File: src/rtl/brightness_sequencer.sv
// brightness_sequencer: multi-channel staggered brightness stepper.
// Each channel walks a triangle, sawtooth or held pattern between 0 and a
// runtime peak, stepping once every IDLE_TIME enabled clocks. Channel k
// starts at k*STAGGER so adjacent channels stay phase-offset.
module brightness_sequencer #(
  parameter int WIDTH     = 8,
  parameter int CHANNELS  = 3,
  parameter int IDLE_TIME = 16,
  parameter int STEP      = 1,
  parameter int STAGGER   = 4
) (
  input  logic                      clk,
  input  logic                      reset,
  input  logic                      enable,
  input  logic [1:0]                mode,
  input  logic [WIDTH-1:0]          peak,
  output logic [CHANNELS*WIDTH-1:0] brightness,
  output logic                      cycle_start
);

  typedef enum logic [1:0] {
    M_TRI      = 2'd0,
    M_SAW_UP   = 2'd1,
    M_SAW_DOWN = 2'd2,
    M_HOLD     = 2'd3
  } mode_e;

  localparam int PW = (IDLE_TIME > 1) ? $clog2(IDLE_TIME) : 1;
  localparam int SW = WIDTH + 1;
  localparam logic [SW-1:0]    STEP_W = SW'(STEP);
  localparam logic [WIDTH-1:0] STEP_V = WIDTH'(STEP);

  logic [PW-1:0]                    presc_q;
  logic                             tick;
  logic [CHANNELS-1:0][WIDTH-1:0]   val_all;
  logic [CHANNELS-1:0][WIDTH-1:0]   nxt_all;

  assign tick       = enable && (presc_q == PW'(IDLE_TIME - 1));
  assign brightness = val_all;

  // Prescaler: free-runs while enabled, holds its count during pause.
  always_ff @(posedge clk) begin
    if (!reset)      presc_q <= '0;
    else if (tick)   presc_q <= '0;
    else if (enable) presc_q <= presc_q + PW'(1);
  end

  for (genvar k = 0; k < CHANNELS; k++) begin : g_ch
    localparam logic [WIDTH-1:0] INIT_V = WIDTH'(k * STAGGER);

    logic [WIDTH-1:0] v_q, nv, up_v, dn_v, rst_v;
    logic [SW-1:0]    up_sum;
    logic             dir_q, nd; // dir 1 = counting down

    assign rst_v      = (INIT_V > peak) ? peak : INIT_V;
    assign val_all[k] = v_q;
    assign nxt_all[k] = nv;

    // Next value/direction; arithmetic is one bit wider so nothing wraps.
    always_comb begin
      up_sum = {1'b0, v_q} + STEP_W;
      up_v   = (up_sum >= {1'b0, peak}) ? peak : up_sum[WIDTH-1:0];
      dn_v   = ({1'b0, v_q} <= STEP_W) ? '0 : (v_q - STEP_V);
      nv     = v_q;
      nd     = dir_q;
      case (mode_e'(mode))
        M_TRI: begin
          if (v_q > peak) begin
            nv = peak;
            nd = 1'b1;
          end else if (!dir_q) begin
            nv = up_v;
            if (up_v == peak) nd = 1'b1;
          end else begin
            nv = dn_v;
            if (dn_v == '0) nd = 1'b0;
          end
        end
        M_SAW_UP: begin
          if (v_q > peak)       nv = peak;
          else if (v_q == peak) nv = '0;
          else                  nv = up_v;
        end
        M_SAW_DOWN: begin
          if (v_q > peak)      nv = peak;
          else if (v_q == '0)  nv = peak;
          else                 nv = dn_v;
        end
        default: begin
          nv = v_q;
          nd = dir_q;
        end
      endcase
    end

    // Channel state: staggered reset value, advance only on the tick edge.
    always_ff @(posedge clk) begin
      if (!reset) begin
        v_q   <= rst_v;
        dir_q <= (rst_v == peak) && (peak != '0);
      end else if (tick) begin
        v_q   <= nv;
        dir_q <= nd;
      end
    end
  end

  // Period marker: channel 0 newly lands on its wrap point (0, or peak for
  // SAW_DOWN). With peak==0 every tick lands there, so every tick pulses.
  logic [WIDTH-1:0] cs_target;
  logic             cs_hit;
  assign cs_target = (mode == M_SAW_DOWN) ? peak : '0;
  assign cs_hit    = (nxt_all[0] == cs_target) &&
                     ((val_all[0] != cs_target) || (peak == '0));

  // Registered pulse, one cycle wide, aligned with the new output value.
  always_ff @(posedge clk) begin
    if (!reset) cycle_start <= 1'b0;
    else        cycle_start <= tick && (mode != M_HOLD) && cs_hit;
  end

endmodule

File: config.mk
export PLATFORM = sky130hd
export DESIGN_NAME = brightness_sequencer
export DESIGN_NICKNAME = d
export VERILOG_FILES = /design/src/rtl/brightness_sequencer.sv
export SDC_FILE = /design/constraint.sdc
export NUM_CORES = 1
export LEC_CHECK = 0
export CAP_MARGIN = 25
export CORE_MARGIN = 2
export CORE_UTILIZATION = 44
export DETAILED_ROUTE_END_ITERATION = 12
export PLACE_DENSITY_LB_ADDON = 0.05
export SYNTH_ARGS = -nofsm -noshare
export SYNTH_HDL_FRONTEND = slang
export SYNTH_SLANG_ARGS = --single-unit
File: constraint.sdc
create_clock -name clk -period 7.8 [get_ports clk]
set_input_delay 1.56 -clock clk [delete_from_list [all_inputs] [get_ports clk]]
set_output_delay 1.56 -clock clk [all_outputs]
set_load 0.01 [all_outputs]
# [After elaboration in Yosys (flattened, before gate mapping)]
# Cells that the tools add are included.
[totals] inputBits=13 reg_bits=32 output_inout_bits=25
[classes] add_sub_neg=7 reduce_logical=20 bitwise=1 n_lt_le_gt_ge=12 n_mux=58 n_eq_ne=18
[ops] cell="8-bit two-way mux" n=34
[ops] cell="8-bit == test" n=10
[ops] cell="8-bit case mux with 3 select lines" n=3
[ops] cell="8-bit logical NOT" n=7
[ops] cell="8-bit by 1-bit adder with 9-bit output (second input constant)" n=3
[ops] cell="9-bit by 8-bit greater-or-equal comparator with 1-bit output" n=3
[ops] cell="8-bit > comparator" n=3
[ops] cell="8-bit by 1-bit less-or-equal comparator with 1-bit output (second input constant)" n=3
[ops] cell="8-bit by 1-bit subtractor with 8-bit output (second input constant)" n=3
[ops] cell="1-bit two-way mux" n=21
[ops] cell="1-bit by 8-bit > comparator with 1-bit output (first input constant)" n=1
[ops] cell="3-bit by 8-bit > comparator with 1-bit output (first input constant)" n=1
[ops] cell="4-bit by 8-bit > comparator with 1-bit output (first input constant)" n=1
[ops] cell="8-bit != test" n=1
[ops] cell="8-bit nonzero test" n=1
[ops] cell="1-bit logical AND" n=7
[ops] cell="4-bit by 1-bit adder with 4-bit output (second input constant)" n=1
[ops] cell="4-bit == test (second input constant)" n=1
[ops] cell="2-bit by 1-bit != test with 1-bit output (second input constant)" n=2
[ops] cell="4-bit by 1-bit != test with 1-bit output (second input constant)" n=1
[ops] cell="2-bit AND reduction" n=2
[ops] cell="2-bit by 1-bit == test with 1-bit output (second input constant)" n=1
[ops] cell="2-bit == test (second input constant)" n=1
[ops] cell="2-bit logical NOT" n=1
[ops] cell="other kinds (4)" n=4

# [Depth between registers and ports, before layout]
# Gate-level depths: netlist of run 1.
[depth] ltp_word=10 ltp_mapped=18 ltp_nobuf=15

# [Least setup slack after synthesis of run 1]
# Ideal clock, no wire load.
[synth_timing] path_type="input port to flip-flop" startpoint="input peak[3]" endpoint="register cycle_start" t_arrival_ns=5.184 path_stages=16 path_slack_ns=2.512 setup_time_ns=0.103 path_buffers=4 path_cell_list="clkbuf_1 -> clkbuf_1 -> clkinv_1 -> ha_1 -> or3_1 -> o221ai_2 -> and3_1 -> buf_6 -> and3_4 -> buf_6 -> mux2i_1 -> o22ai_1 -> a211oi_1 -> a21oi_1 -> or4_1 -> a2111oi_2"
[synth_via] elab_chain_cells=8
[synth_rtl] item="start: declaration" line="16" source="input logic [WIDTH-1:0] peak,"
[synth_rtl] item="9-bit by 8-bit greater-or-equal comparator with 1-bit output" line="62" source="up_v = (up_sum >= {1'b0, peak}) ? peak : up_sum[WIDTH-1:0];"
[synth_rtl] item="8-bit two-way mux" line="62"
[synth_rtl] item="8-bit two-way mux (on tied branches)" line="81, 71"
[synth_rtl] item="8-bit two-way mux (on tied branches)" line="80, 68"
[synth_rtl] item="8-bit case mux with 3 select lines" line="66" source="case (mode_e'(mode))"
[synth_rtl] item="8-bit == test" line="113" source="assign cs_hit = (nxt_all[0] == cs_target) &&"
[synth_rtl] item="1-bit logical AND *" line="113"
[synth_rtl] item="1-bit logical AND *" line="119" source="else cycle_start <= tick && (mode != M_HOLD) && cs_hit;"
[synth_rtl] item="end signal: assignment" line="119"
[synth_rtl] item="end: declaration" line="18" source="output logic cycle_start"
# Every way passes the cells marked *; elsewhere a longest branch is shown, timed or not.
# A chain may end at the register's enable or synchronous reset.

# [Worst setup path in the final report of run 1]
[layout_timing] startpoint="input peak[5]" endpoint="register cycle_start"
# The elaborated chain is that of the path after synthesis.

==> metrics.yaml, run 1 <==
layout-drive-gt1-share_pct: 4.505
crit_chain: "clkdlybuf4s50_1, clkinv_1, ha_1, a21oi_1, a2bb2oi_1, and3_1, and3_4, mux2i_1, o22ai_1, a211oi_1, a21oi_1, or4_1, a2111oi_2"
finish.instance_area_um2: 6374
initial_core_util_pct: 45.51
grt_max_degree: 40
io_pins: 38
wire_per_inst_um: 21.96
dr.pass1.iters: 6
clk_pin_slew_worst_paths_ns: 0.06
grt_pass1_wl_um: 32690
ys.flop_type: "edfxtp_1"
drv_cap: 0
antenna_found_initial: 0
grt_usage_pct: 28.79
fin_crit_ns: 6.139
multi_input_area_um2: 4473
cts_buffers: 5
power_w: 0.001002
place_area_um2: 6225
grt_setup_unrepaired: "false"
hold_viol_final: 0
min_path_cells: 2
met1Wirelength_um: 9606
pre_cts_slack_ns: 1.575
synthDistinctLibCells: 74
peakVddDrop_mv: 0.08872
grt_pass1_vias: 5859
hp-start: "presc_q[3]"
nets: 852
synthXorXnorAreaFrac_pct: 8.623
fin_ws_ns: 1.661
critPathRequiredTime_ns: 7.98
clock_latency_ns: 0.29
grt.overflow.total: 0
rows: 41
synth_edf_count: 27
cp_max_fo: 13
critPathMaxStageDelay_ns: 0.88
finalSetupViolations: 0
syn_inst: 777
place_hpwl_um: 14920
cts_repair_resize_count: 0
p_leak_nw: 2.446
synth-adder-area-share_pct: 13.62
synth_warnings: 0
synth.area.mux_share_pct: 2.615
whs_endpoint: "presc_q[3]"
cts_root_buf: "clkbuf_16"
diodes: 0
synthSimpleGateAreaFrac_pct: 23.54
drt-total-wl_um: 20840
r2r_cells: 14
clock-sinks: 32
fmax_mhz: 162.9
outcome: "completed"
synthArstFlopShare_pct: 0
cp.arrival_ns: 6.32
synth-seq-area-share_pct: 15.73
routed-wl-met2_um: 9029
route.detailed.drc: 0
cts_buffer_depth: 2
h-tree-depth: 2
die-area_um2: 14090
dieHeight_um: 118.7
skew_ns: 0.007919
syn_to_final_growth_pct: 10.09
power_per_cell_area_nw_per_um2: 157.3
regArea_um2: 910.9
dr.max_layer_used: "met4"
end_kind: "flip-flop"
hp-class: "reg2reg"
num_vias: 6379
antenna_left: 0
die_x_um: 118.7
port-buffer-count: 37
cts_hold_buf: 0
avgSynthCellArea_um2: 7.451
routed_via_density: 6.722
netlist_area_um2: 5789
core_um2: 12720
r2r_slack_ns: 3.02
gp_congestion: 0.9886
slew-limit-headroom_pct: 42.87
slew_viol_final: 0
startpoint_type: "input port"
drtIter0Drc: 801
synth-seq-cells: 32
rr_startpoint: "g_ch[0].v_q[0]"
path_class: "in2reg"
fin_setup_tns_ns: 0
synth_top_family_by_area: "compound AO/OA/AOI/OAI gates"
cp_common_cell: "a21oi_1"
cts_tree: "built"
synth-compound-area-share_pct: 28.87
worstReg2RegEnd: "cycle_start"
worst_pin_slew_ns: 0.8538
fill_cells: 1324
post_cts_buffers: 0
final.period_utilization_pct: 78.70
routed-wl-met3_um: 1741
postSynthNetCount: 853
slowest_stage: "clkdlybuf4s50_1"
==> final cells by class <==
class                      count  area share (%)
tap                          172           3.377
clock buffer                   5           1.963
timing repair buffer          50           7.342
inverter                      42           2.473
sequential                    32           14.29
multi-input combinational    645           70.18
clock inverter                 3          0.3730
==> sequential cells by signal, summed over array words and instances, names as in the netlist <==
name         count
g_ch.v_q        24
presc_q          4
g_ch.dir_q       3
cycle_start      1
==> logic make-up (layout without fill, tap and decap cells) <==
group / Yosys count / after routing
compound gates: 245 / 245
xor+xnor: 57 / 57
fa+ha+maj: 63 / 63
buf+inv: 100 / 100
flops: 32 / 32
mux: 15 / 15
simple gates: 265 / 265
==> stage by stage <==
stage | cells | hold WS, ns | utilization, %
after floorplan | 777 | 0.4787 | -
after global placement | 941 | 0.5055 | 48.93
after detailed placement | 941 | 0.5136 | 48.93
after CTS | 949 | 0.5338 | 50.10
after global routing | 949 | 0.5571 | 50.10
final | 949 | 0.5235 | 50.10
==> synthesized netlist by cell type, drive strengths merged, types with 15 or more instances <==
cell type | instances | area, um^2
a21oi | 49 | 245.2
clkbuf | 48 | 180.2
edfxtp | 27 | 810.8
ha | 63 | 788.3
inv | 39 | 146.4
nand2 | 57 | 214.0
nand3 | 26 | 135.1
nand4 | 16 | 100.1
nor2 | 59 | 221.5
nor3 | 25 | 125.1
o21a | 16 | 120.1
o21ai | 46 | 230.2
xnor2 | 42 | 367.9
xor2 | 15 | 131.4
==> report_power, final <==
group	internal (W)	total, W	leakage (nW)	switching (W)
logic	0.000217	0.000537	2.07	0.000320
clock network	0.000119	0.000204	0.0660	0.0000847
registers	0.000208	0.000262	0.314	0.0000541
==> worst max path at each step <==
stage	slack, ns	start	end	depth (start not counted)
3_3_place_gp	1.74	peak[5]	cycle_start	13
6_report	1.66	peak[5]	cycle_start	13
5_1_grt	1.50	peak[5]	cycle_start	13
3_5_place_dp	1.58	peak[5]	cycle_start	13
4_1_cts	1.84	peak[5]	cycle_start	13
2_1_floorplan	2.51	peak[3]	cycle_start	16
==> critical path, delay by kind of cell <==
family                     cells  cell delay [ns]
buffers and inverters          2             1.54
muxes                          1             0.19
AOI/OAI and AO/OA              6             1.21
and+or+nand+nor                3             1.30
adders and majority gates      1             0.51
==> layer usage <==
layer / up-vias / GRT usage (%)
li1: 2927 / -
met1: 3073 / 42.04
met2: 336 / 44.15
met3: 43 / 3.958
met4: 0 / 7.738
met5: - / 0
==> cell usage in the layout, fill, tap and decap left out, types with 25 or more instances in the layout <==
cell type	count
nor2_1	59
clkdlybuf4s50_1	37
nand2_1	57
a21oi_1	49
edfxtp_1	27
inv_1	39
nand3_1	25
o21ai_0	39
ha_1	63
xnor2_1	42
nor3_1	25
No activity file was read; power rests on OpenSTA's default activity.
==> run 2, diff against run 1 <==
clock period = 4.9 ns   (was 7.8 ns; I/O delays follow)
==> run 2 against run 1 <==
  * First-iteration DRC count down 17%
  * Worst hold slack better by 0.012 ns
  * Final cell count grew 3.4%
  * Register-to-register slack worse by 2.6 ns
  * Critical path depth up 1
  * Largest cell class unchanged
  * Highest routed layer unchanged
==> metrics.yaml, run 2 (synthesized netlist as in run 1, its figures left out) <==
dr.pass1.iters: 6
clk_pin_slew_worst_paths_ns: 0.06
grt_usage_pct: 31.15
path_class: "reg2reg"
cts_repair_resize_count: 0
fin_setup_tns_ns: 0
rr_startpoint: "g_ch[0].v_q[3]"
initial_core_util_pct: 45.51
p_int_w: 0.0009487
sw_frac_of_total_pct: 44.21
fin_crit_ns: 4.483
die_x_um: 118.7
grt_setup_unrepaired: "false"
cts_buffer_depth: 2
r2r_cells: 14
drt-total-wl_um: 22230
critPathRequiredTime_ns: 5.07
port-buffer-count: 37
min_path_cells: 2
power_per_cell_area_nw_per_um2: 256.4
finalSetupViolations: 0
die-area_um2: 14090
post_cts_buffers: 0
grt_pass1_vias: 6009
switching_power_w: 0.0007518
nets: 884
antenna_found_initial: 0
p_leak_nw: 2.614
cts_hold_buf: 0
pwr-share-clk_pct: 22.2
cp_max_fo: 6
worstReg2RegEnd: "cycle_start"
fmax_mhz: 223.0
layout-drive-gt1-share_pct: 8.282
clock-sinks: 32
p_seq_share_pct: 23.4
routed_via_density: 6.557
num_vias: 6432
critPathMaxStageDelay_ns: 0.58
hold_viol_final: 0
final.period_utilization_pct: 91.50
cts_root_buf: "clkbuf_16"
core_um2: 12720
fill_cells: 1308
largestRegisters: "g_ch.v_q (24), presc_q (4), g_ch.dir_q (3)"
route.detailed.drc: 0
skew_ns: 0.009841
h-tree-depth: 2
slew-limit-headroom_pct: 35.76
drv_cap: 0
grt.overflow.total: 0
grt_pass1_wl_um: 34660
slew_viol_final: 0
syn_to_final_growth_pct: 14.57
rows: 41
finish.instance_area_um2: 6633
diodes: 0
outcome: "completed"
gp_congestion: 0.9496
place_area_um2: 6465
startpoint_type: "flip-flop"
io_pins: 38
whs_endpoint: "presc_q[3]"
end_kind: "flip-flop"
slowest_stage: "edfxtp_1"
top_register: "g_ch.v_q"
worst_pin_slew_ns: 0.9637
crit_chain: "nand2_1, nor2_1, xor2_1, ha_1, a21oi_1, a2bb2oi_1, and3_1, and3_4, mux2i_1, o22ai_1, a211oi_1, a21oi_1, or4_1, a2111oi_2"
hp-start: "presc_q[3]"
peakVddDrop_mv: 0.1402
largest_reg_flops: 24
dieHeight_um: 118.7
hp-class: "reg2reg"
grt_max_degree: 31
cts_buffers: 5
final_cell_mix: "ha_1 (63), nor2_1 (59), nand2_1 (57)"
cp.arrival_ns: 4.66
wire_per_inst_um: 22.66
cts_tree: "built"
antenna_left: 0
r2r_slack_ns: 0.42
drtIter0Drc: 661
cp_common_cell: "a21oi_1"
place_hpwl_um: 16360
pwr-share-comb_pct: 54.5
clock_latency_ns: 0.29
mostFrequentLayoutCell: "ha_1"
[run 2: area by class of cell]
cell class / count / area, um^2 / area share, %
flip-flops and latches: 32 / 910.9 / 13.73
well taps: 172 / 215.2 / 3.245
clock inverters: 3 / 42.54 / 0.6414
multi-input cells: 645 / 4473 / 67.44
inverters: 42 / 157.7 / 2.377
clock buffers: 5 / 125.1 / 1.886
repair buffers: 82 / 708.2 / 10.68
[run 2: how the worst max path moves through the flow]
stage	start	endpoint	slack, ns
finish	g_ch[0].v_q[3]	cycle_start	0.42
global route	g_ch[0].v_q[3]	cycle_start	0.23
detailed placement	peak[3]	cycle_start	0.19
floorplan	peak[3]	cycle_start	0.19
CTS	peak[3]	cycle_start	0.50
global placement	peak[3]	cycle_start	0.29
[run 2: through the flow]
stage          setup slack [ns]  total power (W)  hold slack, ns  utilization, %  instances
2_1_floorplan            0.1925         0.001009          0.4787               -        777
3_3_place_gp             0.2905         0.001296          0.4948           50.82        973
3_5_place_dp             0.1939         0.001302          0.5239           50.82        973
4_1_cts                  0.5033         0.001683          0.5381           52.13        981
5_1_grt                  0.2304         0.001799          0.5503           52.13        981
6_report                 0.4166         0.001701          0.5355           52.13        981
[run 2: per-layer routing]
layer	track usage (%)	vias up	wire length, um
met5	0	-	0
met4	10.42	0	646
met1	46.12	3050	10210
met3	3.185	59	1739
li1	-	2997	-
met2	46.80	326	9630
[run 2: power by group through the flow]
| stage | clock network, W | logic, W | registers (W) |
|---|---|---|---|
| finish | 0.000377 | 0.000926 | 0.000397 |
| global placement | 0 | 0.000895 | 0.000401 |
| global route | 0.000387 | 0.00101 | 0.000402 |
| floorplan | 0 | 0.000634 | 0.000375 |
| CTS | 0.000380 | 0.000907 | 0.000395 |
| detailed placement | 0 | 0.000901 | 0.000401 |
[run 2: worst max-delay path: cells and delay by family (launching register included)]
kind | cells | cell delay, ns
xor+xnor | 1 | 0.56
compound gates | 6 | 1.24
mux | 1 | 0.19
flops | 1 | 0.58
fa+ha+maj | 1 | 0.37
simple gates | 5 | 1.43
